File: config.mk
export PLATFORM = sky130hd
export DESIGN_NAME = dadda_mac_ctrl
export DESIGN_NICKNAME = d
export VERILOG_FILES = /design/src/rtl/dadda_mac_ctrl.sv
export SDC_FILE = /design/constraint.sdc
export NUM_CORES = 1
export LEC_CHECK = 0
export CAP_MARGIN = 20
export CORE_MARGIN = 3
export CORE_UTILIZATION = 25
export CTS_CLUSTER_DIAMETER = 50
export DETAILED_ROUTE_END_ITERATION = 6
export DONT_BUFFER_PORTS = 1
export GPL_ROUTABILITY_DRIVEN = 0
export PLACE_DENSITY = 0.46
export RECOVER_POWER = 100
export SLEW_MARGIN = 10
export SYNTH_ARGS = -nofsm -noshare
export SYNTH_HDL_FRONTEND = slang
export SYNTH_SLANG_ARGS = --single-unit
File: constraint.sdc
create_clock -name clk -period 10.87 [get_ports clk]
set_input_delay 1.087 -clock clk [delete_from_list [all_inputs] [get_ports clk]]
set_output_delay 1.087 -clock clk [all_outputs]
set_load 0.02 [all_outputs]
File: src/rtl/dadda_mac_ctrl.sv
// Streaming 8x8 multiply-accumulate controller: a carry-save reduction tree
// with the accumulator as addend, a 17-bit final add and a valid/ready front/back end.
module dadda_mac_ctrl #(
  parameter int LEN_W = 8,
  parameter bit SAT   = 1'b0
) (
  input  logic             clk,
  input  logic             rst,
  input  logic             start,
  input  logic [LEN_W-1:0] len,
  output logic             busy,
  input  logic             in_valid,
  output logic             in_ready,
  input  logic [7:0]       in_a,
  input  logic [7:0]       in_b,
  output logic             out_valid,
  input  logic             out_ready,
  output logic [15:0]      out_acc,
  output logic             out_ovf,
  output logic             done
);

  typedef enum logic [1:0] {
    IDLE  = 2'd0,
    RUN   = 2'd1,
    DRAIN = 2'd2,
    OUT   = 2'd3
  } state_t;

  // 3:2 compressor on 17-bit rows; returns {sum_row, carry_row}
  function automatic logic [33:0] csa3(input logic [16:0] x,
                                       input logic [16:0] y,
                                       input logic [16:0] z);
    logic [16:0] s_s;
    logic [16:0] maj_s;
    s_s   = x ^ y ^ z;
    maj_s = (x & y) | (x & z) | (y & z);
    return {s_s, {maj_s[15:0], 1'b0}};
  endfunction

  // Reduces 8 partial-product rows plus the addend to two rows (9->6->4->3->2).
  // Carries past bit 16 are dropped; a*b+m always fits in 17 bits.
  function automatic logic [33:0] dadda_tree(input logic [7:0]  a,
                                             input logic [7:0]  b,
                                             input logic [15:0] m);
    logic [16:0] pp [0:8];
    logic [33:0] l1a, l1b, l1c, l2a, l2b, l3;
    for (int i = 0; i < 8; i++) begin
      pp[i] = b[i] ? ({9'd0, a} << i) : 17'd0;
    end
    pp[8] = {1'b0, m};
    l1a = csa3(pp[0], pp[1], pp[2]);
    l1b = csa3(pp[3], pp[4], pp[5]);
    l1c = csa3(pp[6], pp[7], pp[8]);
    l2a = csa3(l1a[33:17], l1a[16:0], l1b[33:17]);
    l2b = csa3(l1b[16:0], l1c[33:17], l1c[16:0]);
    l3  = csa3(l2a[33:17], l2a[16:0], l2b[33:17]);
    return csa3(l3[33:17], l3[16:0], l2b[16:0]);
  endfunction

  state_t           state_r;
  logic [15:0]      acc_r;
  logic             ovf_r;
  logic [LEN_W-1:0] cnt_r;
  logic             s_v_r;
  logic [7:0]       a_q_r;
  logic [7:0]       b_q_r;
  logic             busy_r;
  logic             in_ready_r;
  logic             out_valid_r;
  logic             done_r;

  logic [33:0]      mac_s;
  logic [16:0]      r17_s;
  logic [15:0]      acc_next_s;

  // Tree, final carry-propagate add and optional saturation
  always_comb begin
    mac_s = dadda_tree(a_q_r, b_q_r, acc_r);
    r17_s = mac_s[33:17] + mac_s[16:0];
    if (SAT && r17_s[16]) begin
      acc_next_s = 16'hFFFF;
    end else begin
      acc_next_s = r17_s[15:0];
    end
  end

  // Command FSM, operand stage, accumulator and registered handshake flags
  always_ff @(posedge clk) begin
    if (rst) begin
      state_r     <= IDLE;
      acc_r       <= 16'd0;
      ovf_r       <= 1'b0;
      cnt_r       <= {LEN_W{1'b0}};
      s_v_r       <= 1'b0;
      a_q_r       <= 8'd0;
      b_q_r       <= 8'd0;
      busy_r      <= 1'b0;
      in_ready_r  <= 1'b0;
      out_valid_r <= 1'b0;
      done_r      <= 1'b0;
    end else begin
      done_r <= 1'b0;
      s_v_r  <= 1'b0;
      if (s_v_r) begin
        acc_r <= acc_next_s;
        ovf_r <= ovf_r | r17_s[16];
      end else begin
        acc_r <= acc_r;
      end
      case (state_r)
        IDLE: begin
          if (start) begin
            acc_r  <= 16'd0;
            ovf_r  <= 1'b0;
            busy_r <= 1'b1;
            if (len != {LEN_W{1'b0}}) begin
              cnt_r      <= len;
              state_r    <= RUN;
              in_ready_r <= 1'b1;
            end else begin
              state_r     <= OUT;
              out_valid_r <= 1'b1;
            end
          end else begin
            state_r <= IDLE;
          end
        end
        RUN: begin
          if (in_valid && in_ready_r) begin
            a_q_r <= in_a;
            b_q_r <= in_b;
            s_v_r <= 1'b1;
            cnt_r <= cnt_r - LEN_W'(1);
            if (cnt_r == LEN_W'(1)) begin
              state_r    <= DRAIN;
              in_ready_r <= 1'b0;
            end else begin
              state_r <= RUN;
            end
          end else begin
            state_r <= RUN;
          end
        end
        DRAIN: begin
          state_r     <= OUT;
          out_valid_r <= 1'b1;
        end
        OUT: begin
          if (out_ready) begin
            state_r     <= IDLE;
            out_valid_r <= 1'b0;
            busy_r      <= 1'b0;
            done_r      <= 1'b1;
          end else begin
            state_r <= OUT;
          end
        end
        default: begin
          state_r     <= IDLE;
          busy_r      <= 1'b0;
          in_ready_r  <= 1'b0;
          out_valid_r <= 1'b0;
        end
      endcase
    end
  end

  assign busy      = busy_r;
  assign in_ready  = in_ready_r;
  assign out_valid = out_valid_r;
  assign out_acc   = acc_r;
  assign out_ovf   = ovf_r;
  assign done      = done_r;

endmodule

==> results_dict.tcl, run 1 <==
set metrics [dict create \
    fin_crit_sh 0.438 \
    regToRegEndpoint "out_ovf" \
    grt_max_degree 34 \
    p_sw_frac 0.242 \
    num_rows 48 \
    post_cts_resized 0 \
    internal-power_mw 0.325 \
    layout.nets 643 \
    hold_depth 2 \
    slew_headroom 0.338 \
    place_inst 744 \
    worst_setup_path_end_kind "register" \
    synth_top_flop_cell "sky130_fd_sc_hd__dfxtp_1" \
    fmaxAchievable_mhz 210 \
    status "completed" \
    height_of_the_die_um 141 \
    fraction_of_layout_cells_with_a_size_suffix_above_1 0.0285 \
    wl_um 11200 \
    end_of_the_worst_hold_path "cnt_r[7]" \
    grt_usage 0.115 \
    design.die.area_um2 19900 \
    cts-htree-levels 2 \
    power_frac_comb 0.069 \
    clkSlewWorstSetupHoldPaths_ns 0.07 \
    die-width_um 141 \
    synth_area_leaders "sky130_fd_sc_hd__fa_1, sky130_fd_sc_hd__dfxtp_1, sky130_fd_sc_hd__ha_1, sky130_fd_sc_hd__nand2_1, sky130_fd_sc_hd__inv_1" \
    post_drt_via_cell_ratio 4.69 \
    io_buffers 0 \
    synth-async-reset-ratio 0 \
    report.power.total_mw 0.429 \
    hold_class "reg -> reg" \
    rsz0062_at_grt "false" \
    period_minus_slack_ns 4.76 \
    mappedNetlistArea_um2 4570 \
    placement.cell_area_um2 4750 \
    cts_tree "done" \
    static_leakage_nw 2.07 \
    p_per_area_nw_per_um2 87.5 \
    worst_r2r_startpoint "b_q_r[2]" \
    drc_errors 0 \
    timing.max_cap.violations 0 \
    route.detailed.wl_per_inst_um 14.8 \
    worst_hold_startpoint "cnt_r[7]" \
    final_max_slew_viol_count 0 \
    cts.path.max_buffers 2 \
    fin_area_um2 4900 \
    timing_worst_slew_pin_value_ns 0.991 \
    finalHoldViolations 0 \
    netlist_instances 543 \
    final-setup-viol-count 0 \
    p_sw_mw 0.104 \
    synth_fp_nets 660 \
    yosys.area.top_type "sky130_fd_sc_hd__fa_1" \
    first_pass_iters 4 \
    post_cts.repair.setup_buffers 0 \
    worst_ep_required_time_ns 11.06 \
    cts.sinks 48 \
    synth_edf_count 0 \
    ir_drop_mv 0.0729 \
    antenna_left 0 \
    worstSetupStartpointType "register" \
    postCtsHoldBufs 0 \
    worst_r2r_path_depth 14 \
    antenna_found_initial 0 \
    timing.critical_path.arrival_ns 4.95 \
    grt.overflow.total 0 \
    dp.final_hpwl_um 8950 \
    fin_worst_skew_ns 0.0150 \
    synth.lib_cells_used.distinct 53 \
    vias 3524 \
    core_area_um2 17600 \
    postSynthAreaPerCell_um2 8.42 \
    synth.ff_latch_count 48 \
    cp_class "reg -> reg" \
    stdcell_count 752 \
    area_growth_pct 7.17 \
    power_frac_seq 0.440 \
    numCtsBuffers 5 \
    grt_pass1_wl_um 18500 \
    yosysWarnings 0 \
    clk_latency_ns 0.30 \
    root_buffer "sky130_fd_sc_hd__clkbuf_16" \
    clockPowerShare 0.491 \
    synth.top_cell.area_share 0.219 \
    seq_area_frac_synth 0.210 \
    ioPinCount 50 \
    first_iter_violations 127 \
    fillers 1897 \
    rrSetupSlack_ns 6.11 \
    setup-tns-final_ns 0 \
    grt_pass1_vias 3642 \
    worstPathMaxFanout 9 \
    start_util 0.260 \
    antenna_cells_inserted 0 \
]
-- cells in the mapped netlist, types with 5 or more instances --
| library cell | instances |
|---|---|
| sky130_fd_sc_hd__buf_2 | 6 |
| sky130_fd_sc_hd__ha_1 | 38 |
| sky130_fd_sc_hd__a21oi_1 | 51 |
| sky130_fd_sc_hd__clkbuf_1 | 15 |
| sky130_fd_sc_hd__o21ai_0 | 18 |
| sky130_fd_sc_hd__inv_1 | 70 |
| sky130_fd_sc_hd__mux2i_1 | 7 |
| sky130_fd_sc_hd__nor3_1 | 5 |
| sky130_fd_sc_hd__nand3_1 | 8 |
| sky130_fd_sc_hd__fa_1 | 50 |
| sky130_fd_sc_hd__and3_1 | 5 |
| sky130_fd_sc_hd__nor2_1 | 22 |
| sky130_fd_sc_hd__and2_1 | 41 |
| sky130_fd_sc_hd__nand2_1 | 80 |
| sky130_fd_sc_hd__dfxtp_1 | 48 |
| sky130_fd_sc_hd__or3_1 | 7 |
| sky130_fd_sc_hd__nand2b_1 | 9 |
-- through the flow --
stage                     hold WS (ns)  setup WS, ns  utilization
after floorplan                  0.459          6.66            -
after global placement           0.481          6.31        0.270
after detailed placement         0.470          6.30        0.270
after CTS                        0.487          6.27        0.281
after global routing             0.513          5.80        0.278
final                            0.482          6.11        0.278
-- cell type report --
class | instances | area (um2) | share of cell area
Clock buffer | 5 | 125 | 0.0255
Clock inverter | 3 | 68.8 | 0.0140
Inverter | 70 | 263 | 0.0536
Multi-Input combinational cell | 401 | 3200 | 0.653
Sequential cell | 48 | 961 | 0.196
Tap cell | 225 | 282 | 0.0575
-- kinds of logic (layout without fill, tap and decap cells) --
logic type,Yosys count,in the layout,share of synthesized area
compound gates,106,106,0.148
xor+xnor,2,2,0.00383
fa+ha+maj,88,88,0.323
buf+inv,94,78,0.0799
flops,48,48,0.210
mux,7,7,0.0153
simple gates,198,198,0.219
-- metal layers --
layer	global-route usage	wire (um)	up-vias
met2	0.192	5380	75
met3	0.0343	755	8
met1	0.148	4900	1690
li1	-	-	1751
met4	0.0219	118	0
met5	0	0	-
-- power groups by stage --
stage	combinational [mW]	sequential, mW	clock (mW)
2_1_floorplan	0.0296	0.189	0
3_3_place_gp	0.0308	0.193	0
3_5_place_dp	0.0313	0.193	0
4_1_cts	0.0314	0.189	0.219
5_1_grt	0.0340	0.190	0.225
6_report	0.0297	0.189	0.210
-- critical path, stage by stage (launching register included) --
cell                       delay (ns)
sky130_fd_sc_hd__dfxtp_1         0.52
sky130_fd_sc_hd__nand2_1         0.14
sky130_fd_sc_hd__fa_1            0.56
sky130_fd_sc_hd__inv_1           0.05
sky130_fd_sc_hd__fa_1            0.50
sky130_fd_sc_hd__inv_1           0.06
sky130_fd_sc_hd__fa_1            0.47
sky130_fd_sc_hd__inv_1           0.04
sky130_fd_sc_hd__ha_1            0.27
sky130_fd_sc_hd__ha_1            0.35
sky130_fd_sc_hd__nor2b_1         0.17
sky130_fd_sc_hd__o31ai_1         0.64
sky130_fd_sc_hd__a211oi_1        0.26
sky130_fd_sc_hd__or3_1           0.37
sky130_fd_sc_hd__a32o_1          0.25
-- flip-flops by register name (all words and copies together), names as in the netlist, 2 cells and up --
name     cells
out_acc     16
state_r      2
b_q_r        8
cnt_r        8
a_q_r        8
-- layout by cell type (no fill, tap or decap), types with 2 or more instances in the layout --
| master | n |
|---|---|
| sky130_fd_sc_hd__nand2_1 | 81 |
| sky130_fd_sc_hd__inv_1 | 70 |
| sky130_fd_sc_hd__a21oi_1 | 51 |
| sky130_fd_sc_hd__fa_1 | 50 |
| sky130_fd_sc_hd__dfxtp_1 | 48 |
| sky130_fd_sc_hd__and2_1 | 39 |
| sky130_fd_sc_hd__ha_1 | 38 |
| sky130_fd_sc_hd__nor2_1 | 22 |
| sky130_fd_sc_hd__o21ai_0 | 21 |
| sky130_fd_sc_hd__nand3_1 | 9 |
| sky130_fd_sc_hd__nand2b_1 | 9 |
| sky130_fd_sc_hd__or3_1 | 7 |
| sky130_fd_sc_hd__mux2i_1 | 7 |
| sky130_fd_sc_hd__nor3_1 | 5 |
| sky130_fd_sc_hd__and3_1 | 5 |
| sky130_fd_sc_hd__clkbuf_16 | 5 |
| sky130_fd_sc_hd__nor3b_1 | 4 |
| sky130_fd_sc_hd__a211oi_1 | 4 |
| sky130_fd_sc_hd__a32o_1 | 4 |
| sky130_fd_sc_hd__a21o_1 | 4 |
| sky130_fd_sc_hd__and2_0 | 3 |
| sky130_fd_sc_hd__nor2b_1 | 3 |
| sky130_fd_sc_hd__nor4_1 | 3 |
| sky130_fd_sc_hd__nand4_1 | 3 |
| sky130_fd_sc_hd__a221oi_1 | 2 |
| sky130_fd_sc_hd__a211oi_2 | 2 |
| sky130_fd_sc_hd__a21oi_2 | 2 |
| sky130_fd_sc_hd__a211o_1 | 2 |
| sky130_fd_sc_hd__o211a_1 | 2 |
| sky130_fd_sc_hd__nand3b_1 | 2 |
| sky130_fd_sc_hd__xnor2_1 | 2 |
| sky130_fd_sc_hd__bufinv_16 | 2 |
-- worst max-delay path by stage --
stage | from | slack [ns] | cells past startpoint | endpoint
after floorplan | a_q_r[4] | 6.66 | 14 | out_acc[14]
after CTS | b_q_r[7] | 6.27 | 13 | out_ovf
final | b_q_r[2] | 6.11 | 14 | out_ovf
after global routing | b_q_r[2] | 5.80 | 14 | out_acc[14]
after detailed placement | b_q_r[7] | 6.30 | 13 | out_ovf
after global placement | b_q_r[7] | 6.31 | 13 | out_ovf
(Power assumes the default switching activity.)
==> run 2, diff against run 1 <==
- PLACE_DENSITY: 0.46 -> 0.48
- clock period: 10.87 -> 3.8 ns (I/O delays scaled with it)
==> run 2 against run 1 <==
Wire length increased by 8.3%. Clock power rose to 2.9 times the previous value. The flow now finishes with violations (negative setup slack). Largest power group unchanged. Die area is the same. Hold slack worse by 0.34 ns. Worst setup slack worse by 6.4 ns. Register-to-register slack worse by 6.4 ns. Combinational power grew to 3.4 times the previous value. Sequential power grew to 2.8 times the previous value.
==> results_dict.tcl, run 2 (synthesis results as in run 1) <==
set metrics [dict create \
    status "finished, violations left" \
    failed_checks "negative setup slack" \
    fraction_of_layout_cells_with_a_size_suffix_above_1 0.256 \
    gr-usage-met1 0.155 \
    fin_worst_skew_ns 0.0161 \
    start_util 0.260 \
    root_buffer "sky130_fd_sc_hd__clkbuf_16" \
    cts.path.max_buffers 2 \
    clkSlewWorstSetupHoldPaths_ns 0.08 \
    finalHoldViolations 0 \
    final-setup-viol-count 10 \
    design.die.area_um2 19900 \
    ir_drop_mv 0.175 \
    grt_pass1_wl_um 19800 \
    grt.overflow.total 0 \
    worst_setup_path_end_kind "register" \
    first_iter_violations 115 \
    io_buffers 0 \
    grt_pass1_vias 3956 \
    top_usage_layer "met2" \
    core_area_um2 17600 \
    worstPathMaxFanout 6 \
    worst_ep_required_time_ns 4.01 \
    route.detailed.wl_per_inst_um 14.6 \
    num_rows 48 \
    antenna_found_initial 0 \
    placement.cell_area_um2 5290 \
    cts-htree-levels 2 \
    layout_common_cells "sky130_fd_sc_hd__nand2_1, sky130_fd_sc_hd__inv_1, sky130_fd_sc_hd__buf_4, sky130_fd_sc_hd__fa_1, sky130_fd_sc_hd__a21oi_1" \
    cp_class "reg -> reg" \
    timing.critical_path.arrival_ns 4.28 \
    first_pass_iters 6 \
    height_of_the_die_um 141 \
    gr-usage-met2 0.204 \
    report.power.total_mw 1.24 \
    timing.max_cap.violations 0 \
    final_max_slew_viol_count 0 \
    fraction_of_met3_tracks_used_by_global_routing 0.0360 \
    setup_ws_ns -0.272 \
    ioPinCount 50 \
    timing_worst_slew_pin_value_ns 1.03 \
    die-width_um 141 \
    layout.nets 717 \
    rsz0062_at_grt "true" \
    fin_area_um2 5840 \
    drc_errors 0 \
    grt_max_degree 34 \
    worstSetupStartpointType "register" \
    hold_class "in -> reg" \
    cts.sinks 48 \
    p_per_area_nw_per_um2 213 \
    static_leakage_nw 2.43 \
    numCtsBuffers 5 \
    dp.final_hpwl_um 9460 \
    fin_crit_sh 1.07 \
    hold_ws_ns 0.140 \
    postCtsHoldBufs 0 \
    post_drt_via_cell_ratio 4.70 \
    wl_um 12100 \
    fmaxAchievable_mhz 246 \
    area_growth_pct 27.7 \
    post-place-ws_ns -0.509 \
    antenna_cells_inserted 0 \
    slew_headroom 0.315 \
    antenna_left 0 \
    vias 3886 \
    period_minus_slack_ns 4.07 \
    grt_usage 0.123 \
    cts_tree "done" \
    layout_commonest_cell "sky130_fd_sc_hd__nand2_1" \
    flip_flop_count_of_the_largest_register_all_copies_and_words_added 16 \
    clk_latency_ns 0.31 \
]
==> run 2: cell count changes in the layout (fill, tap and decap cells not counted), sizes merged <==
cell | before | now
buf | 0 | 66
clkbuf | 5 | 13
==> run 2: through the flow <==
stage	setup TNS (ns)	utilization	cells
after global placement	-2.85	0.301	803
after floorplan	-0.616	-	543
after global routing	-2.83	0.332	826
after detailed placement	-3.21	0.301	803
after CTS	-1.38	0.328	820
final	-1.44	0.332	826
==> run 2: worst max-delay path: stages, from the launching register on <==
cell,delay (ns)
sky130_fd_sc_hd__dfxtp_4,0.39
sky130_fd_sc_hd__buf_6,0.12
sky130_fd_sc_hd__nand2_2,0.06
sky130_fd_sc_hd__fa_1,0.53
sky130_fd_sc_hd__inv_1,0.05
sky130_fd_sc_hd__fa_1,0.47
sky130_fd_sc_hd__inv_1,0.05
sky130_fd_sc_hd__fa_1,0.49
sky130_fd_sc_hd__inv_2,0.05
sky130_fd_sc_hd__ha_4,0.26
sky130_fd_sc_hd__ha_4,0.19
sky130_fd_sc_hd__nor2b_2,0.17
sky130_fd_sc_hd__o31ai_4,0.39
sky130_fd_sc_hd__a211oi_2,0.14
sky130_fd_sc_hd__or3_1,0.37
sky130_fd_sc_hd__a32o_1,0.25
==> run 2: timing repair <==
action | CTS | global route
endpoints found under the setup margin | 10 | 10
resized for setup | 74 | 27
pin swaps | 23 | 17
buffers inserted | 9 | 6
cloned | 0 | 0
endpoints found under the hold margin | 0 | 0
==> run 2: area by class of cell <==
class	count	area [um2]
flip-flops and latches	48	1010
clock inverters	3	68.8
well taps	225	282
inverters	70	263
repair buffers	74	563
fillers	1847	11800
multi-input cells	401	3530
clock buffers	5	125
==> run 2: power breakdown <==
part           switching, mW  internal, mW
sequential            0.0204         0.510
clock                  0.231         0.381
combinational         0.0593        0.0422
total                  0.311         0.932
==> run 2: path summary, 6_finish.rpt <==
| check | start | end | slack (ns) | cells after the start |
|---|---|---|---|---|
| setup / recovery | a_q_r[2] | out_acc[12] | -0.27 | 15 |
| hold / removal | rst | busy | 0.14 | 1 |
| setup reg to reg | a_q_r[2] | out_acc[12] | -0.27 | 15 |
| hold reg to reg | cnt_r[7] | cnt_r[7] | 0.48 | 2 |
==> run 2: per-layer routing <==
metal  share of wire  vias to the layer above
met2            0.50                       85
li1                -                     1898
met4           0.019                        0
met5               0                        -
met3           0.053                       20
met1            0.43                     1883
==> run 3, diff against run 2 <==
- BUFFER_PORTS_ARGS: not set -> -buffer_cell sky130_fd_sc_hd__buf_2
- DONT_BUFFER_PORTS: 1 -> not set
- PLACE_DENSITY: 0.48 -> 0.5
==> run 3 against run 2 <==
Hold slack better by 0.16 ns. Clock power down 20%. Count of clock-buffer cells in the layout up 1. Utilization up 1.1 points. Largest power group is now sequential cells. Final area up 3.4%. Sequential share of layout area down 0.65 points. Highest routed layer unchanged. The flow still finishes with violations (negative setup slack). Cell count up 5.8%. Critical path depth down 2. Global-route usage up 0.21 points. Fmax down 1.3%. Sequential cell count unchanged.
==> results_dict.tcl, run 3 (synthesis results as in run 1) <==
set metrics [dict create \
    wl_um 12100 \
    final_max_slew_viol_count 0 \
    die-width_um 141 \
    cp_top_family "adder cells" \
    height_of_the_die_um 141 \
    antenna_cells_inserted 0 \
    static_leakage_nw 2.56 \
    layout_common_cells "sky130_fd_sc_hd__nand2_1, sky130_fd_sc_hd__buf_4, sky130_fd_sc_hd__inv_1, sky130_fd_sc_hd__fa_1, sky130_fd_sc_hd__a21oi_1" \
    numCtsBuffers 5 \
    cts.path.max_buffers 2 \
    grt_usage 0.125 \
    ioPinCount 50 \
    cp_slowest_stage_delay_ns 0.58 \
    hold_class "in -> reg" \
    period_minus_slack_ns 4.13 \
    fmaxAchievable_mhz 242 \
    failed_checks "negative setup slack" \
    ff_latch_area_um2 1010 \
    num_rows 48 \
    crit_path_slowest_cell "sky130_fd_sc_hd__fa_1" \
    cts.sinks 48 \
    grt_pass1_wl_um 20500 \
    io_buffers 49 \
    layout_commonest_cell "sky130_fd_sc_hd__nand2_1" \
    drc_errors 0 \
    fin_worst_skew_ns 0.0102 \
    final-setup-viol-count 10 \
    layout.nets 765 \
    fillers 1861 \
    route.detailed.wl_per_inst_um 13.9 \
    first_pass_iters 5 \
    worstSetupStartpointType "register" \
    antenna_found_initial 0 \
    rsz0062_at_grt "true" \
    fin_crit_sh 1.09 \
    core_area_um2 17600 \
    crit_chain "and2_4, fa_1, inv_2, fa_1, fa_1, fa_1, inv_2, ha_4, o211a_1, o31ai_4, a211oi_2, or3_1, a32o_1" \
    flip_flop_count_of_the_largest_register_all_copies_and_words_added 16 \
    antenna_left 0 \
    crit_buf_inv 2 \
    vias 4025 \
    setup-tns-final_ns -1.92 \
    timing_worst_slew_pin_value_ns 1.06 \
    first_iter_violations 134 \
    grt_pass1_vias 4211 \
    root_buffer "sky130_fd_sc_hd__clkbuf_16" \
    grt.overflow.total 0 \
    clkSlewWorstSetupHoldPaths_ns 0.08 \
    area_occupied_by_multi_input_gates_um2 3540 \
    worstPathMaxFanout 6 \
    cts_tree "done" \
    post_drt_via_cell_ratio 4.61 \
    slew_headroom 0.294 \
    ir_drop_mv 0.169 \
    layout.core_utilization 0.343 \
    worst_ep_required_time_ns 4.00 \
    cp_class "reg -> reg" \
    setup_ws_ns -0.327 \
    start_util 0.260 \
    worst_setup_path_end_kind "register" \
    clk_latency_ns 0.31 \
    dp.final_hpwl_um 9530 \
    cts-htree-levels 2 \
    timing.max_cap.violations 0 \
    grt_max_degree 34 \
    p_per_area_nw_per_um2 189 \
    design.die.area_um2 19900 \
    fraction_of_layout_cells_with_a_size_suffix_above_1 0.284 \
    critPathMostFrequentCell "sky130_fd_sc_hd__fa_1" \
    area_growth_pct 32.0 \
    status "finished, violations left" \
    timing.critical_path.arrival_ns 4.33 \
    finalHoldViolations 0 \
]
run 3: tightest hold or removal path, cell delays in order:
cell	delay [ns]
sky130_fd_sc_hd__buf_2	0.09
sky130_fd_sc_hd__nand2_1	0.04
sky130_fd_sc_hd__a21oi_1	0.04
run 3: timing repair:
item,CTS,global route
gates resized for setup,64,28
pin swaps,32,22
setup endpoints to repair,11,10
hold buffers,0,0
hold endpoints to repair,0,0
buffers inserted,6,10
run 3: worst paths after layout:
| check | slack, ns | to | start | cells after the start |
|---|---|---|---|---|
| hold reg to reg | 0.49 | cnt_r[7] | cnt_r[7] | 2 |
| hold / removal | 0.30 | b_q_r[4] | in_b[4] | 3 |
| setup / recovery | -0.33 | out_acc[12] | a_q_r[2] | 13 |
| setup reg to reg | -0.33 | out_acc[12] | a_q_r[2] | 13 |
run 3: through the flow:
| step | setup slack (ns) | std cells | hold WS (ns) | cell area [um2] | power, mW |
|---|---|---|---|---|---|
| 2_1_floorplan | -0.238 | 543 | 0.459 | 4690 | 0.627 |
| 3_3_place_gp | -0.378 | 850 | 0.471 | 5520 | 0.669 |
| 3_5_place_dp | -0.431 | 850 | 0.476 | 5520 | 0.672 |
| 4_1_cts | -0.248 | 864 | 0.293 | 5920 | 1.16 |
| 5_1_grt | -0.414 | 874 | 0.296 | 6040 | 1.20 |
| 6_report | -0.327 | 874 | 0.297 | 6040 | 1.14 |
run 3: power by group:
part / switching (mW) / internal (mW) / leakage, nW
Combinational: 0.0737 / 0.0513 / 2.08
Sequential: 0.0172 / 0.511 / 0.400
Clock: 0.223 / 0.264 / 0.0772
Total: 0.314 / 0.826 / 2.56
run 3: final cells by class:
cell class	instances	share of cell area
multi-input combinational	401	0.586
clock inverter	2	0.00228
tap	225	0.0466
clock buffer	6	0.0230
sequential	48	0.167
timing repair buffer	122	0.132
inverter	70	0.0435
run 3: routing by layer:
layer | up-vias | global-route usage | part of all wire
met5 | - | 0 | 0
met4 | 0 | 0.0316 | 0.015
met3 | 16 | 0.0224 | 0.035
met2 | 64 | 0.224 | 0.52
met1 | 1957 | 0.155 | 0.43
li1 | 1988 | - | -
